<file path="config.mk">
export PLATFORM = sky130hd
export DESIGN_NAME = tage_fold_history_flat
export DESIGN_NICKNAME = d
export VERILOG_FILES = /design/src/rtl/tage_fold_history_if.sv /design/src/rtl/tage_fold_history.sv /design/src/flat_wrapper.sv
export SDC_FILE = /design/constraint.sdc
export NUM_CORES = 2
export LEC_CHECK = 0
export ABC_AREA = 1
export ABC_CLOCK_PERIOD_IN_PS = 8900
export CORE_ASPECT_RATIO = 1.1
export CORE_UTILIZATION = 35
export CTS_CLUSTER_SIZE = 20
export DETAILED_ROUTE_END_ITERATION = 16
export PLACE_DENSITY_LB_ADDON = 0.1
export SYNTH_ARGS = -nofsm -noshare
export SYNTH_HDL_FRONTEND = slang
export SYNTH_SLANG_ARGS = --single-unit
export TNS_END_PERCENT = 30
</file>
<file path="constraint.sdc">
create_clock -name clk -period 8.9 [get_ports clk]
set_clock_uncertainty 0.2 [all_clocks]
set_input_delay 1.335 -clock clk [delete_from_list [all_inputs] [get_ports clk]]
set_output_delay 1.335 -clock clk [all_outputs]
set_load 0.05 [all_outputs]
</file>
<file path="src/rtl/tage_fold_history_if.sv">
// Handshake bundle between the BPU front end and the TAGE folded-history generator.
interface tage_fold_history_if #(
  parameter int BANK_NUM = 4,
  parameter int IDX_W    = 8,
  parameter int TAG1_W   = 12,
  parameter int TAG2_W   = 10,
  parameter int CKPT_NUM = 8
);
  localparam int CKPT_W = $clog2(CKPT_NUM);

  logic                       stall;
  logic                       pred_valid;
  logic                       pred_cond;
  logic                       pred_taken;
  logic                       pred_ready;
  logic [CKPT_W-1:0]          pred_ckpt;
  logic                       redirect_valid;
  logic [CKPT_W-1:0]          redirect_ckpt;
  logic                       redirect_cond;
  logic                       redirect_taken;
  logic                       commit_valid;
  logic [BANK_NUM*IDX_W-1:0]  fold_idx;
  logic [BANK_NUM*TAG1_W-1:0] fold_tag1;
  logic [BANK_NUM*TAG2_W-1:0] fold_tag2;

  modport master (
    output stall, pred_valid, pred_cond, pred_taken,
    output redirect_valid, redirect_ckpt, redirect_cond, redirect_taken, commit_valid,
    input  pred_ready, pred_ckpt, fold_idx, fold_tag1, fold_tag2
  );

  modport slave (
    input  stall, pred_valid, pred_cond, pred_taken,
    input  redirect_valid, redirect_ckpt, redirect_cond, redirect_taken, commit_valid,
    output pred_ready, pred_ckpt, fold_idx, fold_tag1, fold_tag2
  );
endinterface

</file>
<file path="src/rtl/tage_fold_history.sv">
// Speculative folded global history for TAGE with per-prediction checkpoints and redirect restore.
// Define TAGE_FOLD_CHECK_EN to build in a simulation-only checker that recomputes folds from ghist.
module tage_fold_history #(
  parameter int                     BANK_NUM   = 4,
  parameter int                     IDX_W      = 8,
  parameter int                     TAG1_W     = 12,
  parameter int                     TAG2_W     = 10,
  parameter logic [16*BANK_NUM-1:0] HIST_LENS  = 64'h0040_0020_0010_0008,
  parameter int                     GHIST_SIZE = 128,
  parameter int                     CKPT_NUM   = 8
) (
  input logic                clk,
  input logic                rst,
  tage_fold_history_if.slave bus
);
  localparam int                CKPT_W    = $clog2(CKPT_NUM);
  localparam int                PTR_W     = $clog2(GHIST_SIZE);
  localparam logic [CKPT_W:0]   CKPT_FULL = (CKPT_W+1)'(CKPT_NUM);

  function automatic int hist_len(input int bank);
    return int'(HIST_LENS[bank*16 +: 16]);
  endfunction

  function automatic logic [PTR_W-1:0] ptr_back(input logic [PTR_W-1:0] p, input int back);
    int t;
    t = int'(p) - back;
    return PTR_W'((t < 0) ? t + GHIST_SIZE : t);
  endfunction

  function automatic logic [PTR_W-1:0] ptr_fwd(input logic [PTR_W-1:0] p);
    return (p == PTR_W'(GHIST_SIZE - 1)) ? '0 : p + PTR_W'(1'b1);
  endfunction

  logic [GHIST_SIZE-1:0]             ghist_r;
  logic [PTR_W-1:0]                  ptr_r;
  logic [BANK_NUM-1:0][IDX_W-1:0]    idx_r;
  logic [BANK_NUM-1:0][TAG1_W-1:0]   tag1_r;
  logic [BANK_NUM-1:0][TAG2_W-1:0]   tag2_r;
  logic [CKPT_W-1:0]                 head_r;
  logic [CKPT_W-1:0]                 tail_r;
  logic [CKPT_W:0]                   count_r;
  logic                              ready_r;

  logic [PTR_W-1:0]                  ck_ptr_r  [CKPT_NUM];
  logic [BANK_NUM-1:0][IDX_W-1:0]    ck_idx_r  [CKPT_NUM];
  logic [BANK_NUM-1:0][TAG1_W-1:0]   ck_tag1_r [CKPT_NUM];
  logic [BANK_NUM-1:0][TAG2_W-1:0]   ck_tag2_r [CKPT_NUM];

  logic                              accept_s;
  logic                              commit_s;
  logic                              shift_s;
  logic                              bit_s;
  logic [PTR_W-1:0]                  base_ptr_s;
  logic [PTR_W-1:0]                  nptr_s;
  logic [PTR_W-1:0]                  ptr_nxt_s;
  logic [BANK_NUM-1:0][IDX_W-1:0]    base_idx_s,  sh_idx_s,  idx_nxt_s;
  logic [BANK_NUM-1:0][TAG1_W-1:0]   base_tag1_s, sh_tag1_s, tag1_nxt_s;
  logic [BANK_NUM-1:0][TAG2_W-1:0]   base_tag2_s, sh_tag2_s, tag2_nxt_s;
  logic [BANK_NUM-1:0]               out_s;
  logic [CKPT_W-1:0]                 head_nxt_s;
  logic [CKPT_W-1:0]                 tail_nxt_s;
  logic [CKPT_W-1:0]                 diff_s;
  logic [CKPT_W:0]                   count_nxt_s;
  logic                              ready_nxt_s;

  // Select base state (live or restored checkpoint), apply optional shift, update queue pointers.
  always_comb begin
    accept_s = bus.pred_valid & ready_r & ~bus.stall & ~bus.redirect_valid;
    commit_s = bus.commit_valid & (count_r != '0);
    if (bus.redirect_valid) begin
      base_ptr_s  = ck_ptr_r[bus.redirect_ckpt];
      base_idx_s  = ck_idx_r[bus.redirect_ckpt];
      base_tag1_s = ck_tag1_r[bus.redirect_ckpt];
      base_tag2_s = ck_tag2_r[bus.redirect_ckpt];
      shift_s     = bus.redirect_cond;
      bit_s       = bus.redirect_taken;
    end else begin
      base_ptr_s  = ptr_r;
      base_idx_s  = idx_r;
      base_tag1_s = tag1_r;
      base_tag2_s = tag2_r;
      shift_s     = accept_s & bus.pred_cond;
      bit_s       = bus.pred_taken;
    end

    nptr_s = ptr_fwd(base_ptr_s);
    // The bit leaving each window sits at ptr-L+1 and lands at position L mod W after rotation.
    for (int b = 0; b < BANK_NUM; b++) begin
      out_s[b]     = ghist_r[ptr_back(base_ptr_s, hist_len(b) - 1)];
      sh_idx_s[b]  = {base_idx_s[b][IDX_W-2:0], base_idx_s[b][IDX_W-1]} ^ IDX_W'(bit_s)
                   ^ (IDX_W'(out_s[b]) << (hist_len(b) % IDX_W));
      sh_tag1_s[b] = {base_tag1_s[b][TAG1_W-2:0], base_tag1_s[b][TAG1_W-1]} ^ TAG1_W'(bit_s)
                   ^ (TAG1_W'(out_s[b]) << (hist_len(b) % TAG1_W));
      sh_tag2_s[b] = {base_tag2_s[b][TAG2_W-2:0], base_tag2_s[b][TAG2_W-1]} ^ TAG2_W'(bit_s)
                   ^ (TAG2_W'(out_s[b]) << (hist_len(b) % TAG2_W));
    end
    ptr_nxt_s  = shift_s ? nptr_s    : base_ptr_s;
    idx_nxt_s  = shift_s ? sh_idx_s  : base_idx_s;
    tag1_nxt_s = shift_s ? sh_tag1_s : base_tag1_s;
    tag2_nxt_s = shift_s ? sh_tag2_s : base_tag2_s;

    head_nxt_s = head_r + CKPT_W'(commit_s);
    diff_s     = bus.redirect_ckpt - head_r;
    if (bus.redirect_valid) begin
      tail_nxt_s  = bus.redirect_ckpt + CKPT_W'(1'b1);
      count_nxt_s = {1'b0, diff_s} + (CKPT_W+1)'(1'b1) - (CKPT_W+1)'(commit_s);
    end else begin
      tail_nxt_s  = tail_r + CKPT_W'(accept_s);
      count_nxt_s = count_r + (CKPT_W+1)'(accept_s) - (CKPT_W+1)'(commit_s);
    end
    ready_nxt_s = (count_nxt_s < CKPT_FULL);
  end

  // State, history buffer and checkpoint storage.
  always_ff @(posedge clk) begin
    if (rst) begin
      ghist_r <= '0;
      ptr_r   <= '0;
      idx_r   <= '0;
      tag1_r  <= '0;
      tag2_r  <= '0;
      head_r  <= '0;
      tail_r  <= '0;
      count_r <= '0;
      ready_r <= 1'b1;
      for (int k = 0; k < CKPT_NUM; k++) begin
        ck_ptr_r[k]  <= '0;
        ck_idx_r[k]  <= '0;
        ck_tag1_r[k] <= '0;
        ck_tag2_r[k] <= '0;
      end
    end else begin
      ptr_r   <= ptr_nxt_s;
      idx_r   <= idx_nxt_s;
      tag1_r  <= tag1_nxt_s;
      tag2_r  <= tag2_nxt_s;
      head_r  <= head_nxt_s;
      tail_r  <= tail_nxt_s;
      count_r <= count_nxt_s;
      ready_r <= ready_nxt_s;
      if (shift_s) begin
        ghist_r[nptr_s] <= bit_s;
      end
      if (accept_s) begin
        ck_ptr_r[tail_r]  <= ptr_r;
        ck_idx_r[tail_r]  <= idx_r;
        ck_tag1_r[tail_r] <= tag1_r;
        ck_tag2_r[tail_r] <= tag2_r;
      end
    end
  end

  assign bus.pred_ready = ready_r;
  assign bus.pred_ckpt  = tail_r;
  assign bus.fold_idx   = idx_r;
  assign bus.fold_tag1  = tag1_r;
  assign bus.fold_tag2  = tag2_r;

`ifdef TAGE_FOLD_CHECK_EN
  // Recompute every fold from the raw history and flag drift in the incremental update.
  always @(negedge clk) begin : fold_check
    logic [IDX_W-1:0]  ref_idx;
    logic [TAG1_W-1:0] ref_tag1;
    logic [TAG2_W-1:0] ref_tag2;
    logic              hbit;
    if (rst == 1'b0) begin
      for (int b = 0; b < BANK_NUM; b++) begin
        ref_idx  = '0;
        ref_tag1 = '0;
        ref_tag2 = '0;
        for (int j = 0; j < hist_len(b); j++) begin
          hbit = ghist_r[ptr_back(ptr_r, j)];
          ref_idx[j % IDX_W]   = ref_idx[j % IDX_W] ^ hbit;
          ref_tag1[j % TAG1_W] = ref_tag1[j % TAG1_W] ^ hbit;
          ref_tag2[j % TAG2_W] = ref_tag2[j % TAG2_W] ^ hbit;
        end
        if ((ref_idx !== idx_r[b]) || (ref_tag1 !== tag1_r[b]) || (ref_tag2 !== tag2_r[b])) begin
          $error("fold drift in bank %0d", b);
        end
      end
    end
  end
`else
  // Default build carries no self-check logic.
`endif

endmodule

</file>
<file path="src/flat_wrapper.sv">
// flat-port wrapper written by rule: the top's interface ports become plain ports
module tage_fold_history_flat 
#(
  parameter int                     BANK_NUM   = 4,
  parameter int                     IDX_W      = 8,
  parameter int                     TAG1_W     = 12,
  parameter int                     TAG2_W     = 10,
  parameter logic [16*BANK_NUM-1:0] HIST_LENS  = 64'h0040_0020_0010_0008,
  parameter int                     GHIST_SIZE = 128,
  parameter int                     CKPT_NUM   = 8
)
  (clk, rst, bus_stall, bus_pred_valid, bus_pred_cond, bus_pred_taken, bus_redirect_valid, bus_redirect_ckpt, bus_redirect_cond, bus_redirect_taken, bus_commit_valid, bus_pred_ready, bus_pred_ckpt, bus_fold_idx, bus_fold_tag1, bus_fold_tag2);
  tage_fold_history_if #(.BANK_NUM(BANK_NUM), .IDX_W(IDX_W), .TAG1_W(TAG1_W), .TAG2_W(TAG2_W), .CKPT_NUM(CKPT_NUM)) bus_i ();
  input logic clk;
  input logic rst;
  input wire logic [$bits(bus_i.stall)-1:0] bus_stall;
  input wire logic [$bits(bus_i.pred_valid)-1:0] bus_pred_valid;
  input wire logic [$bits(bus_i.pred_cond)-1:0] bus_pred_cond;
  input wire logic [$bits(bus_i.pred_taken)-1:0] bus_pred_taken;
  input wire logic [$bits(bus_i.redirect_valid)-1:0] bus_redirect_valid;
  input wire logic [$bits(bus_i.redirect_ckpt)-1:0] bus_redirect_ckpt;
  input wire logic [$bits(bus_i.redirect_cond)-1:0] bus_redirect_cond;
  input wire logic [$bits(bus_i.redirect_taken)-1:0] bus_redirect_taken;
  input wire logic [$bits(bus_i.commit_valid)-1:0] bus_commit_valid;
  output wire logic [$bits(bus_i.pred_ready)-1:0] bus_pred_ready;
  output wire logic [$bits(bus_i.pred_ckpt)-1:0] bus_pred_ckpt;
  output wire logic [$bits(bus_i.fold_idx)-1:0] bus_fold_idx;
  output wire logic [$bits(bus_i.fold_tag1)-1:0] bus_fold_tag1;
  output wire logic [$bits(bus_i.fold_tag2)-1:0] bus_fold_tag2;
  assign bus_i.stall = bus_stall;
  assign bus_i.pred_valid = bus_pred_valid;
  assign bus_i.pred_cond = bus_pred_cond;
  assign bus_i.pred_taken = bus_pred_taken;
  assign bus_i.redirect_valid = bus_redirect_valid;
  assign bus_i.redirect_ckpt = bus_redirect_ckpt;
  assign bus_i.redirect_cond = bus_redirect_cond;
  assign bus_i.redirect_taken = bus_redirect_taken;
  assign bus_i.commit_valid = bus_commit_valid;
  assign bus_pred_ready = bus_i.pred_ready;
  assign bus_pred_ckpt = bus_i.pred_ckpt;
  assign bus_fold_idx = bus_i.fold_idx;
  assign bus_fold_tag1 = bus_i.fold_tag1;
  assign bus_fold_tag2 = bus_i.fold_tag2;
  tage_fold_history #(.BANK_NUM(BANK_NUM), .IDX_W(IDX_W), .TAG1_W(TAG1_W), .TAG2_W(TAG2_W), .HIST_LENS(HIST_LENS), .GHIST_SIZE(GHIST_SIZE), .CKPT_NUM(CKPT_NUM)) u_core (.clk(clk), .rst(rst), .bus(bus_i));
endmodule
</file>
==> run metrics <==
run status finished, final reports clean; combinational family with the most area after synthesis simple AND/OR/NAND/NOR gates; layout cells sized above 1 6.11%; Final Hold Viols 0; total power per unit cell area 229 nW/um2; post-route fraction of the period consumed by the critical path 74.4%; detailed router's first-iteration violation count 3,619; portion of netlist area occupied by mux cells 0.0176%; maximum number of pins on one net before global-route repair 145; Clock Sinks 1,282; capture instance of the worst register-to-register path u_core.bus.fold_tag2[22]$_SDFF_PP0_; CTS tree yes; worst hold start u_core.ghist_r[10]$_SDFFE_PP0P_; Worst Max-Slew Pin Slew 1260 ps; count of flip-flops with a built-in enable after synthesis 1,016; worst reg-to-reg path cell count 21; peak per-stage delay on the critical path 1140 ps; Netlist cell types 51; mean cell area of the mapped netlist 9.81 um2; CTS clk-pin slew, worst paths 60 ps; Area Overhead vs Synth 13.4%; library cell with the largest summed area after synthesis edfxtp_1; Post-Place Cells 7,628; Final Non-Filler Cells 7,903; die width 386 um; slack of the worst reg-to-reg path 3690 ps; Crit path max-delay family buffers and inverters; initial antenna violation count 5; share of synthesized cell area in full adder, half adder and majority cells 0.401%; core occupancy in the finished layout 40.1%; filler cell count 15,744; peak supply drop 153 uV; post-layout min period 6630 ps; syn nets 5,815; Port-buffer cells 136; total routing resource utilization after global routing 23.8%; worst setup path end u_core.bus.fold_tag2[22]$_SDFF_PP0_; Startpoint Class input pin; starting density of the core 35.4%; list of cells traversed by the critical path buf_8 -> inv_8 -> nand2_1 -> nand2_1 -> nand2_1 -> nand3_1 -> nand3_2 -> buf_4 -> nand2_2 -> ha_1 -> inv_1 -> nand3_1 -> nand3_1 -> nand3_1 -> nand3_1 -> nand2_1 -> nand2_1 -> nand3_1 -> nand2_1 -> nand2_1 -> nand3_1 -> nand2_1 -> inv_1; crit-path most repeated cell nand2_1; post-place instance area 59,700 um2; residual DRC count 0; wire length per cell 24.9 um; total of cells resized after clock tree synthesis 0; register area share after synthesis 63.1%; global-route wire length before repair 290,000 um; Max H-tree Level 4; FMAX 151 MHz; detailed placer's ending HPWL 101,000 um; Yosys Warn Count 0; total wire length 197,000 um; Synth Flop Type edfxtp_1; WL met2 93,700 um; Rows 154; total via count after detailed routing 43,842; number of antenna-violating nets in the routed design 0; flip-flop and latch count after synthesis 1,282; DIE HEIGHT 424 um; arrival time of the worst setup path 7120 ps; cell with the biggest individual delay on the critical path ha_1; headroom to the max-slew limit 15.4%; buffers inserted during post-CTS setup optimization 0; insertion delay to the later sink of the worst-skew pair 810 ps; synthesized instance count 5,785; global placer's final weighted congestion 0.881; # setup viols final 0; top cells by area in the synthesized netlist edfxtp_1 54%, nor2_1 12%, dfxtp_1 9.4%; fraction of synthesized cell area taken by the top area cell type 53.8%; critical path data required time 9390 ps; post-layout net count 5,701; Compound-Gate Fraction of Synth Area 13.4%; die outline area 164,000 um2; async set-or-reset flop fraction in the synthesized netlist 0%; Buf/Inv on CP 5; root buf cell clkbuf_16; CORE AREA 161,000 um2; worst hold path class reg2reg; CP endpoint kind flip-flop; leading cell type in the layout, fill and taps excluded nor2_1; cell area after technology mapping 56,700 um2; setup_tns 0 ps; launch point of the worst path bus_redirect_ckpt[0]; routed via count divided by cell count 5.55; remaining global-route overflow 0; highest-count cells in the layout ignoring fill and taps 1,803 x nor2_1, 1,016 x edfxtp_1, 795 x o21ai_0; XOR/XNOR Fraction of Synth Area 0.262%; biggest fanout along the worst timing path 98; via count of the first global-routing pass 42,590; area of all placed cells without fillers 64,400 um2; total of hold buffers inserted after clock tree synthesis 0; Simple-Gate Fraction of Synth Area 17.8%; Detailed Routing Iterations Pass 1 5; final number of max-transition violations 0; wl on met1 87,400 um; static leakage 22.4 nW; Critical Path Stages 23; number of buffers added by the clock tree synthesis step 147; launch instance of the worst register-to-register path u_core.ck_ptr_r[5][0]$_SDFFCE_PN0P_; maxcap violations 0; Setup Crit Path Kind in2reg; Longest Clk Path Bufs 3; top routing layer in use met4; unrepaired setup endpoints after global routing false; wire length on met3 10,700 um; I/O pins 137; number of cells traversed by the worst hold path 2
==> how the worst min path moves through the flow <==
stage | to | slack (ps)
floorplan | u_core.ghist_r[120]$_SDFFE_PP0P_ | 280
global placement | u_core.ghist_r[10]$_SDFFE_PP0P_ | 300
detailed placement | u_core.ghist_r[90]$_SDFFE_PP0P_ | 300
CTS | u_core.ghist_r[10]$_SDFFE_PP0P_ | 310
global route | u_core.ghist_r[18]$_SDFFE_PP0P_ | 350
finish | u_core.ghist_r[10]$_SDFFE_PP0P_ | 310
==> sequential cells by signal (all words and copies together), names as in the netlist <==
name	flops
u_core.ck_tag1_r	384
u_core.ck_tag2_r	320
u_core.ck_idx_r	256
u_core.ghist_r	128
u_core.ck_ptr_r	56
u_core.bus.fold_tag1	48
u_core.bus.fold_tag2	40
u_core.bus.fold_idx	32
u_core.ptr_r	7
u_core.count_r	4
u_core.bus.pred_ckpt	3
u_core.head_r	3
u_core.bus.pred_ready	1
==> worst reg2reg max path, stage by stage (launching register included) <==
cell and delay, ps:
edfxtp_1 360, inv_1 60, nand2_1 40, nand3_1 110, nand3_1 110, nand3_2 100, buf_4 500, nand2_2 160
ha_1 1140, inv_1 850, nand3_1 290, nand3_1 130, nand3_1 130, nand3_1 140, nand2_1 120, nand2_1 60
nand3_1 190, nand2_1 130, nand2_1 80, nand3_1 80, nand2_1 90, inv_1 30
==> through the flow <==
step / worst slack (ps) / hold slack, ps / total power [mW]
after global placement: 1810 / 298 / 8.88
final: 2270 / 308 / 14.7
after CTS: 2530 / 307 / 14.8
after floorplan: 2750 / 284 / 8.17
after global routing: 1810 / 347 / 15.3
after detailed placement: 1660 / 301 / 8.89
==> report_power, final <==
| group | leakage [nW] | switching (mW) | internal [mW] |
|---|---|---|---|
| Sequential | 12.7 | 0.142 | 6.71 |
| Clock | 2.26 | 2.54 | 3.43 |
| Combinational | 7.48 | 1.45 | 0.456 |
| Total | 22.4 | 4.13 | 10.6 |
==> cells by family after synthesis <==
logic type / count (synthesis)
adder cells (fa/ha/maj): 17
AO/OA/AOI/OAI: 1276
multiplexers: 1
XOR/XNOR: 17
AND/OR/NAND/NOR: 2481
flip-flops: 1282
buffers and inverters: 711
==> synth_stat cells (2+ instances only) <==
library cell / instances
ha_1: 15
o311a_1: 8
buf_2: 38
clkbuf_1: 371
nor2_8: 4
o21bai_1: 8
clkinv_2: 2
nand3b_1: 4
nor2_4: 4
nand2_2: 17
a311oi_2: 2
nand3_1: 363
a31oi_1: 2
buf_4: 8
nand2_4: 8
a21oi_1: 136
xor2_1: 14
o22ai_1: 16
nand2_1: 234
edfxtp_1: 1016
dfxtp_1: 266
o211ai_1: 20
buf_6: 10
o221ai_1: 237
o21ai_0: 795
nor3_1: 28
fa_1: 2
nor2_2: 2
nand4_1: 2
inv_1: 107
o21ai_1: 10
nand2_8: 2
clkinv_1: 123
nor2_1: 1803
xnor2_1: 3
inv_2: 15
clkbuf_2: 2
buf_1: 35
a311oi_1: 38
nand3_2: 4
==> final cells by class <==
| class | count | area, um2 | share of cell area [%] |
|---|---|---|---|
| inverters | 247 | 965 | 1.50 |
| flip-flops and latches | 1282 | 35800 | 55.7 |
| clock inverters | 54 | 457 | 0.710 |
| repair buffers | 201 | 2000 | 3.11 |
| clock buffers | 216 | 4220 | 6.55 |
| well taps | 2106 | 2640 | 4.09 |
| diodes | 5 | 12.5 | 0.0194 |
| multi-input cells | 3792 | 18200 | 28.3 |
==> metal layers <==
layer,GRT usage [%],vias up
met3,3.31,291
met4,7.39,0
met2,38.8,1368
li1,-,20035
met1,32.6,22148
met5,0,-
(Power assumes the default switching activity.)
